[src/rtl/calc_op_sequencer_if.sv]
// Command/result handshake bundle for calc_op_sequencer.
// The slave modport is the sequencer side. The master modport is the producer/consumer side.
interface calc_op_sequencer_if #(
  parameter int W = 4
);
  logic           in_valid;
  logic           in_ready;
  logic [1:0]     in_op;
  logic [W-1:0]   in_a;
  logic [W-1:0]   in_b;
  logic           out_valid;
  logic           out_ready;
  logic [2*W-1:0] out_result;
  logic           out_flag;
  logic           out_err;
  logic           busy;

  modport master (
    output in_valid, in_op, in_a, in_b, out_ready,
    input  in_ready, out_valid, out_result, out_flag, out_err, busy
  );

  modport slave (
    input  in_valid, in_op, in_a, in_b, out_ready,
    output in_ready, out_valid, out_result, out_flag, out_err, busy
  );
endinterface

[src/rtl/calc_op_sequencer.sv]
// Calculator front-end: add/sub finish in one cycle, and the result is held until the consumer takes it.
// Optional CALC_MUL_EN builds a W-cycle shift-add multiplier; without it, op 10 is reported as an error.
module calc_op_sequencer #(
  parameter int W = 4
) (
  input  logic              clk,
  input  logic              rst_n,
  calc_op_sequencer_if.slave bus
);
  localparam logic [1:0] OP_ADD = 2'b00;
  localparam logic [1:0] OP_SUB = 2'b01;
`ifdef CALC_MUL_EN
  localparam logic [1:0] OP_MUL = 2'b10;
  localparam int         CW     = $clog2(W);

  typedef enum logic [1:0] {S_IDLE = 2'd0, S_MUL = 2'd1, S_HOLD = 2'd2} state_t;
`else
  typedef enum logic [1:0] {S_IDLE = 2'd0, S_HOLD = 2'd2} state_t;
`endif

  state_t         r_state, w_next;
  logic [2*W-1:0] r_result;
  logic           r_flag;
  logic           r_err;
  logic           w_accept;
  logic [W:0]     w_sum;
  logic [W-1:0]   w_diff;

  assign w_accept = bus.in_valid && (r_state == S_IDLE);
  assign w_sum    = {1'b0, bus.in_a} + {1'b0, bus.in_b};
  assign w_diff   = bus.in_a - bus.in_b;

`ifdef CALC_MUL_EN
  logic [W-1:0]   r_a, r_b;
  logic [2*W-1:0] r_acc;
  logic [CW-1:0]  r_cnt;
  logic [2*W-1:0] w_partial, w_acc_nxt;
  logic           w_last;

  // Each MUL cycle adds one partial product, so the final sum goes straight into the result register.
  assign w_partial = {{W{1'b0}}, r_a} << r_cnt;
  assign w_acc_nxt = r_acc + (r_b[r_cnt] ? w_partial : '0);
  assign w_last    = (r_cnt == CW'(W - 1));
`endif

  always_ff @(posedge clk or negedge rst_n) begin
    if (!rst_n) r_state <= S_IDLE;
    else        r_state <= w_next;
  end

  always_comb begin
    w_next = r_state;
    case (r_state)
      S_IDLE: begin
        if (w_accept) begin
`ifdef CALC_MUL_EN
          if (bus.in_op == OP_MUL) w_next = S_MUL;
          else                     w_next = S_HOLD;
`else
          w_next = S_HOLD;
`endif
        end
      end
`ifdef CALC_MUL_EN
      S_MUL:   if (w_last) w_next = S_HOLD;
`endif
      S_HOLD:  if (bus.out_ready) w_next = S_IDLE;
      default: w_next = S_IDLE;
    endcase
  end

  always_ff @(posedge clk or negedge rst_n) begin
    if (!rst_n) begin
      r_result <= '0;
      r_flag   <= 1'b0;
      r_err    <= 1'b0;
`ifdef CALC_MUL_EN
      r_a      <= '0;
      r_b      <= '0;
      r_acc    <= '0;
      r_cnt    <= '0;
`endif
    end else if (w_accept) begin
      case (bus.in_op)
        OP_ADD: begin
          r_result <= {{(W-1){1'b0}}, w_sum};
          r_flag   <= w_sum[W];
          r_err    <= 1'b0;
        end
        OP_SUB: begin
          r_result <= {{W{1'b0}}, w_diff};
          r_flag   <= (bus.in_a < bus.in_b);
          r_err    <= 1'b0;
        end
`ifdef CALC_MUL_EN
        OP_MUL: begin
          r_a   <= bus.in_a;
          r_b   <= bus.in_b;
          r_acc <= '0;
          r_cnt <= '0;
          r_err <= 1'b0;
        end
`endif
        default: begin
          r_result <= '0;
          r_flag   <= 1'b0;
          r_err    <= 1'b1;
        end
      endcase
`ifdef CALC_MUL_EN
    end else if (r_state == S_MUL) begin
      r_acc <= w_acc_nxt;
      r_cnt <= r_cnt + 1'b1;
      if (w_last) begin
        r_result <= w_acc_nxt;
        r_flag   <= 1'b0;
      end
`endif
    end
  end

  assign bus.in_ready   = (r_state == S_IDLE);
  assign bus.out_valid  = (r_state == S_HOLD);
  assign bus.busy       = (r_state != S_IDLE);
  assign bus.out_result = r_result;
  assign bus.out_flag   = r_flag;
  assign bus.out_err    = r_err;
endmodule

[src/flat_wrapper.sv]
// flat-port wrapper written by rule: the top's interface ports become plain ports
module calc_op_sequencer_flat 
#(
  parameter int W = 4
)
  (clk, rst_n, bus_in_valid, bus_in_op, bus_in_a, bus_in_b, bus_out_ready, bus_in_ready, bus_out_valid, bus_out_result, bus_out_flag, bus_out_err, bus_busy);
  calc_op_sequencer_if #(.W(W)) bus_i ();
  input  logic clk;
  input  logic rst_n;
  input wire logic [$bits(bus_i.in_valid)-1:0] bus_in_valid;
  input wire logic [$bits(bus_i.in_op)-1:0] bus_in_op;
  input wire logic [$bits(bus_i.in_a)-1:0] bus_in_a;
  input wire logic [$bits(bus_i.in_b)-1:0] bus_in_b;
  input wire logic [$bits(bus_i.out_ready)-1:0] bus_out_ready;
  output wire logic [$bits(bus_i.in_ready)-1:0] bus_in_ready;
  output wire logic [$bits(bus_i.out_valid)-1:0] bus_out_valid;
  output wire logic [$bits(bus_i.out_result)-1:0] bus_out_result;
  output wire logic [$bits(bus_i.out_flag)-1:0] bus_out_flag;
  output wire logic [$bits(bus_i.out_err)-1:0] bus_out_err;
  output wire logic [$bits(bus_i.busy)-1:0] bus_busy;
  assign bus_i.in_valid = bus_in_valid;
  assign bus_i.in_op = bus_in_op;
  assign bus_i.in_a = bus_in_a;
  assign bus_i.in_b = bus_in_b;
  assign bus_i.out_ready = bus_out_ready;
  assign bus_in_ready = bus_i.in_ready;
  assign bus_out_valid = bus_i.out_valid;
  assign bus_out_result = bus_i.out_result;
  assign bus_out_flag = bus_i.out_flag;
  assign bus_out_err = bus_i.out_err;
  assign bus_busy = bus_i.busy;
  calc_op_sequencer #(.W(W)) u_core (.clk(clk), .rst_n(rst_n), .bus(bus_i));
endmodule
[config.mk]
export PLATFORM = sky130hd
export DESIGN_NAME = calc_op_sequencer_flat
export DESIGN_NICKNAME = d
export VERILOG_FILES = /design/src/rtl/calc_op_sequencer_if.sv /design/src/rtl/calc_op_sequencer.sv /design/src/flat_wrapper.sv
export SDC_FILE = /design/constraint.sdc
export NUM_CORES = 1
export LEC_CHECK = 0
export CAP_MARGIN = 10
export CELL_PAD_IN_SITES_DETAIL_PLACEMENT = 1
export CELL_PAD_IN_SITES_GLOBAL_PLACEMENT = 1
export CORE_ASPECT_RATIO = 0.7
export CORE_MARGIN = 1
export CORE_UTILIZATION = 31
export DETAILED_ROUTE_END_ITERATION = 10
export PLACE_DENSITY_LB_ADDON = 0.1
export SLEW_MARGIN = 25
export SYNTH_ARGS = -nofsm -noshare
export SYNTH_HDL_FRONTEND = slang
export SYNTH_SLANG_ARGS = --single-unit
[constraint.sdc]
create_clock -name clk -period 1.5 [get_ports clk]
set_input_delay 0.375 -clock clk [delete_from_list [all_inputs] [get_ports clk]]
set_output_delay 0.375 -clock clk [all_outputs]
set_load 0.1 [all_outputs]
==> impl_metrics.csv, run 1 <==
group,metric,value,unit
outcome,status,"finished, violations left",
outcome,violations,"setup timing",
die,initial_utilization,34.7,%
global_route,use_met3,5.68,%
critical_path,crit_type,"in -> reg",
critical_path,max_stage_delay,0.43,ns
cells_and_area,fill_cells,222,
critical_path,r2r_slack,0.16,ns
sta,final_critical_path_setup_slack,-0.00220,ns
placed_design,gp_congestion,0.726,
cells_and_area,area_growth,71.1,%
sta,grt_setup_unrepaired,"yes",
global_route,antenna_found_initial,0,
cells_and_area,final_util,59.4,%
global_route,use_met1,18.6,%
critical_path,timing.rr.end,"u_core.bus.out_flag$_DFFE_PN0P_",
drt,drc,0,
clock_network,cts_setup_buffers,0,
clock_network,holdBufCountCts,0,
power_and_ir_drop,vdd_ir_drop_max,0.000665,V
sta,setup-violations-final,1,
global_route,grtUsageTotal,17.0,%
critical_path,crit_required,1.70,ns
clock_network,cts_tree,"done",
critical_path,r2r_start,"u_core.r_state[1]$_DFFE_PN0P_",
sta,holdWs,0.405,ns
critical_path,startpoint,"bus_in_a[0]",
global_route,grt_pass1_wl,2780,um
die,dieWidth,58.1,um
cells_and_area,antenna_cells_inserted,0,
clock_network,htree_levels,1,
clock_network,clk_pin_slew,0.06,ns
clock_network,cts_buffers,3,
critical_path,cpMaxStageDelayCell,"or4_4",
synth,ys_seq_elements,8,
sta,fin_crit,1.50,ns
global_route,grt_overflow,0,
power_and_ir_drop,p_leak,0.547,nW
die,row_count,13,
synth,synth.most_common_cell,"inv_1",
synth,synth_common_cells,"inv_1, dfrtp_1, ha_1",
synth,synthCells,71,
global_route,busiest_layer,"met2",
drt,finalWirelength,1730,um
global_route,grt_use_met2,33.3,%
clock_network,cts.path.max_buffers,2,
critical_path,crit_arrival,1.70,ns
critical_path,start_kind,"input port",
placed_design,numPlacedInstances,131,
drt,ant_nets,0,
synth,synth_area_leaders,"dfrtp_1, ha_1, fa_1",
drt,vias_per_cell,4.52,
synth,synth_area,683,um2
drt,firstDrtPassIters,3,
critical_path,worst-r2r-cell-count,5,
placed_design,hpwl,1490,um
critical_path,critPathMaxFanout,2,
synth,avgSynthCellArea,9.62,um2
synth,synth_enable_flop_cells,0,
cells_and_area,fin_nets,130,
drt,drt_iter0_drc,10,
clock_network,clock_latency,0.26,ns
synth,yosysSeqAreaShare,29.3,%
critical_path,crit_chain,"buf_8 -> ha_4 -> inv_2 -> fa_2 -> o21bai_1 -> a21oi_1 -> or4_4 -> nand3_2",
drt,vias,610,
global_route,first_global_vias,599,
sta,fin_skew,0.00968,ns
placed_design,io_buffers,23,
die,die-area,2400,um2
sta,fin_crit_sh,100,%
synth,synth_flop_cell,"dfrtp_1",
sta,max_freq,666,MHz
cells_and_area,drive_above_1_share,44.8,%
synth,yosys_warnings,0,
global_route,grt_max_degree,9,
critical_path,end_kind,"register",
clock_network,cts.sinks,8,
cells_and_area,final_cells,135,
die,die_h,41.3,um
clock_network,cts.root.buffer_cell,"clkbuf_4",
critical_path,critPathCapture,"u_core.bus.out_flag$_DFFE_PN0P_",
cells_and_area,multi_input_area,452,um2
min_path,hp-class,"in -> async",
die,io_pins,27,
synth,synth.distinct_cells,32,
sta,hold_viol_final,0,
sta,slew_viol_final,0,
flow_run,cap_violations,0,
synth,synthArstFlopShare,100,%
power_and_ir_drop,power.density,1140,nW/um2
die,core_area,1970,um2
cells_and_area,ff_latch_area,204,um2
synth,synth.top_cell.area_share,29.3,%
drt,wire_per_inst,12.8,um
synth,yosysTopAreaCell,"dfrtp_1",
-- sequential cells by signal (all words and copies together) (netlist names) --
| register | count |
|---|---|
| u_core.bus.out_err | 1 |
| u_core.bus.out_flag | 1 |
| u_core.bus.out_result | 5 |
| u_core.r_state | 1 |
-- cell families (layout without fill, tap and decap cells) --
logic type                 Yosys count  after routing  share of synthesized area [%]
other                                1              3                          0.549
AOI/OAI and AO/OA                   11             11                           10.3
muxes                                4              4                           7.88
and+or+nand+nor                     20             20                           18.0
adders and majority gates           10             10                           20.5
buffers and inverters               16             48                           12.3
DFF                                  8              8                           29.3
xor gates and xnor gates             1              1                           1.28
-- how the worst min path moves through the flow --
stage | startpoint | to | slack (ns)
3_5_place_dp | u_core.bus.out_result[4]$_DFFE_PN0P_ | u_core.bus.out_result[4]$_DFFE_PN0P_ | 0.53
3_3_place_gp | u_core.bus.out_result[0]$_DFFE_PN0P_ | u_core.bus.out_result[0]$_DFFE_PN0P_ | 0.52
5_1_grt | rst_n | u_core.r_state[1]$_DFFE_PN0P_ | 0.42
6_report | rst_n | u_core.r_state[1]$_DFFE_PN0P_ | 0.41
4_1_cts | rst_n | u_core.r_state[1]$_DFFE_PN0P_ | 0.41
2_1_floorplan | rst_n | u_core.bus.out_err$_DFFE_PN0P_ | 0.08
-- power breakdown --
part	switching, W	total [W]	leakage (nW)	internal, W
clock	0.0000787	0.000181	0.0150	0.000102
combinational	0.000522	0.000835	0.431	0.000313
sequential	0.0000521	0.000311	0.102	0.000259
total	0.000653	0.00133	0.547	0.000674
-- metrics by stage --
stage / cell area (um2) / total power [W] / worst slack, ns / setup TNS (ns)
detailed placement: 1120 / 0.00115 / -0.742 / -3.42
global placement: 1120 / 0.00113 / -0.712 / -3.20
floorplan: 713 / 0.000817 / -0.0859 / -0.177
CTS: 1180 / 0.00134 / -0.0405 / -0.0810
finish: 1170 / 0.00133 / -0.00220 / -0.00220
global route: 1170 / 0.00138 / -0.0453 / -0.0806
-- final cells by class --
class	instances	share of cell area, %
Inverter	10	3.53
Sequential cell	8	17.5
Clock buffer	4	2.25
Multi-Input combinational cell	49	38.7
Tap cell	30	3.21
Timing Repair Buffer	34	34.9
-- cell usage in the layout, fill, tap and decap left out, types with 4 or more instances in the layout --
cell,n
buf_12,10
buf_4,10
clkdlybuf4s50_1,4
dfrtp_1,7
dlygate4sd2_1,4
ha_1,5
inv_2,6
nand2_1,5
-- routing by layer --
metal / vias to the layer above / wire [um]
met5: - / 0
li1: 299 / -
met4: 0 / 0
met3: 0 / 71
met1: 293 / 752
met2: 18 / 908
-- critical path: cells and delay by family --
family	cells	cell delay [ns]
and+or+nand+nor	2	0.50
adders and majority gates	2	0.48
AOI/OAI and AO/OA	2	0.24
buffers and inverters	2	0.12
-- what timing repair did --
item	in CTS	in global routing
cloned	0	0
pin swaps	7	5
setup endpoints to repair	5	4
resized for setup	32	3
Note: power is estimated with default switching activity, not from simulation.
==> run 2: changes to the inputs <==
Settings changed: SLEW_MARGIN 25 to unset.
==> results of run 2 <==
No change in the layout: final DEF, timing and power equal those of run 1.
==> run 3: changes to the inputs <==
--- a/config.mk
+++ b/config.mk
@@ -7,3 +7,3 @@
 export LEC_CHECK = 0
-export CAP_MARGIN = 10
+export CAP_MARGIN = 20
 export CELL_PAD_IN_SITES_DETAIL_PLACEMENT = 1
==> constraint.sdc (replaced) <==
create_clock -name clk -period 1.5 [get_ports clk]
set_input_delay 0.3 -clock clk [delete_from_list [all_inputs] [get_ports clk]]
set_output_delay 0.3 -clock clk [all_outputs]
set_load 0.1 [all_outputs]
==> run 3 against run 2 <==
Against the previous run:
- the flow now finishes without violations
- die area unchanged
- cell count up 0.74%
- sequential share of layout area rose by 0.094 points
- clock-buffer cell count is the same
- largest cell class unchanged
==> impl_metrics.csv, run 3 (synthesized netlist as in run 1, its figures left out) <==
group,metric,value,unit
outcome,status,"finished clean",
cells_and_area,final_cells,136,
clock_network,cts.sinks,8,
clock_network,cts_buffers,3,
power_and_ir_drop,power.total,0.00133,W
clock_network,clock_latency,0.27,ns
cells_and_area,drive_above_1_share,44.3,%
die,row_count,13,
global_route,grt_pass1_wl,2770,um
critical_path,r2r_slack,0.16,ns
power_and_ir_drop,p_leak,0.561,nW
cells_and_area,mostFrequentLayoutCell,"buf_4",
sta,fin_crit_sh,94.6,%
clock_network,cts.root.buffer_cell,"clkbuf_4",
cells_and_area,area_growth,70.1,%
die,dieWidth,58.1,um
placed_design,hpwl,1470,um
critical_path,timing.rr.end,"u_core.bus.out_flag$_DFFE_PN0P_",
critical_path,critPathMaxFanout,2,
sta,fin_crit,1.42,ns
clock_network,holdBufCountCts,0,
drt,ant_nets,0,
clock_network,cts_tree,"done",
placed_design,numPlacedInstances,131,
placed_design,io_buffers,23,
critical_path,r2r_start,"u_core.r_state[1]$_DFFE_PN0P_",
cells_and_area,layout_common_cells,"buf_4, buf_12, dfrtp_1, inv_2",
drt,finalWirelength,1690,um
critical_path,end_kind,"register",
die,die-area,2400,um2
global_route,grtUsageTotal,16.7,%
drt,drt_iter0_drc,3,
die,core_area,1970,um2
drt,vias,603,
sta,max_freq,705,MHz
drt,wire_per_inst,12.4,um
min_path,hp-class,"in -> async",
cells_and_area,largest_register_ffs,5,
cells_and_area,fin_nets,131,
critical_path,startpoint,"bus_in_a[0]",
drt,firstDrtPassIters,4,
critical_path,crit_type,"in -> reg",
global_route,grt_max_degree,9,
clock_network,htree_levels,1,
power_and_ir_drop,power.density,1150,nW/um2
critical_path,max_stage_delay,0.42,ns
cells_and_area,antenna_cells_inserted,0,
placed_design,gp_congestion,0.726,
critical_path,crit_arrival,1.63,ns
critical_path,cpMaxStageDelayCell,"or4_4",
cells_and_area,fin_area,1160,um2
drt,vias_per_cell,4.43,
flow_run,cap_violations,0,
global_route,grt_overflow,0,
clock_network,clk_pin_slew,0.07,ns
power_and_ir_drop,vdd_ir_drop_max,0.000576,V
die,initial_utilization,34.7,%
clock_network,cts.path.max_buffers,2,
global_route,first_global_vias,625,
sta,holdWs,0.324,ns
sta,hold_viol_final,0,
die,die_h,41.3,um
sta,fin_skew,0.0168,ns
sta,setup-violations-final,0,
critical_path,crit_required,1.71,ns
sta,slew_viol_final,0,
drt,drc,0,
placed_design,post_dp_cell_area,1120,um2
cells_and_area,final_util,59.1,%
critical_path,crit_chain,"buf_4 -> ha_4 -> inv_2 -> fa_2 -> o21bai_1 -> a21oi_1 -> or4_4 -> nand3_2",
sta,grt_setup_unrepaired,"no",
critical_path,start_kind,"input port",
die,io_pins,27,
critical_path,worst-r2r-cell-count,5,
global_route,antenna_found_initial,0,
==> run 3: changes by cell type in the layout (fill, tap and decap cells not counted) <==
cell,previous run,this run
dlymetal6s2s_1,0,2
buf_8,1,0
or3_4,1,0
buf_4,10,14
clkdlybuf4s15_1,1,0
dlygate4sd2_1,4,3
buf_6,2,0
or3_1,0,1
==> run 3: timing repair <==
| action | 4_1_cts | 5_1_grt |
|---|---|---|
| pin swaps | 5 | 4 |
| endpoints found under the setup margin | 5 | 4 |
| setup buffers | 1 | 0 |
| gates resized for setup | 24 | 6 |
| cloned | 0 | 0 |
==> run 3: routing by layer <==
metal	share of wire (%)	vias up	GRT usage (%)	wire length (um)
met5	0	-	0	0
met1	45	283	18.7	765
met3	4.7	2	4.73	79
met2	49	21	32.2	834
li1	-	297	-	-
met4	0.71	0	5.36	12
==> run 3: per-stage QoR <==
stage	setup TNS (ns)	setup WS, ns
4_1_cts	0	0.00148
2_1_floorplan	-0.0218	-0.0109
3_3_place_gp	-2.75	-0.636
6_report	0	0.0810
5_1_grt	0	0.0119
3_5_place_dp	-2.97	-0.671
==> run 3: where the power goes <==
| group | switching (W) | internal (W) | total [W] |
|---|---|---|---|
| registers | 0.0000505 | 0.000259 | 0.000309 |
| logic | 0.000521 | 0.000312 | 0.000833 |
| clock network | 0.0000876 | 0.000102 | 0.000190 |
==> run 3: critical path, delay by kind of cell <==
kind                     cells  cell delay (ns)
buffers and inverters        2             0.13
adder cells (fa/ha/maj)      2             0.47
AO/OA/AOI/OAI                2             0.23
AND/OR/NAND/NOR              2             0.50
==> run 3: final cells by class <==
| type | count | area (um2) |
|---|---|---|
| Fill cell | 221 | 806 |
| Multi-Input combinational cell | 49 | 447 |
| Timing Repair Buffer | 35 | 407 |
| Sequential cell | 8 | 204 |
| Inverter | 10 | 41.3 |
| Tap cell | 30 | 37.5 |
| Clock buffer | 4 | 26.3 |
==> run 3: worst max-delay path by stage <==
| stage | slack, ns | end | cells past startpoint |
|---|---|---|---|
| after floorplan | -0.01 | u_core.bus.out_result[4]$_DFFE_PN0P_ | 7 |
| after global placement | -0.64 | u_core.bus.out_result[4]$_DFFE_PN0P_ | 8 |
| after detailed placement | -0.67 | u_core.bus.out_result[4]$_DFFE_PN0P_ | 8 |
| after CTS | 0.001 | u_core.bus.out_result[2]$_DFFE_PN0P_ | 7 |
| after global routing | 0.01 | u_core.bus.out_flag$_DFFE_PN0P_ | 8 |
| final | 0.08 | u_core.bus.out_flag$_DFFE_PN0P_ | 8 |
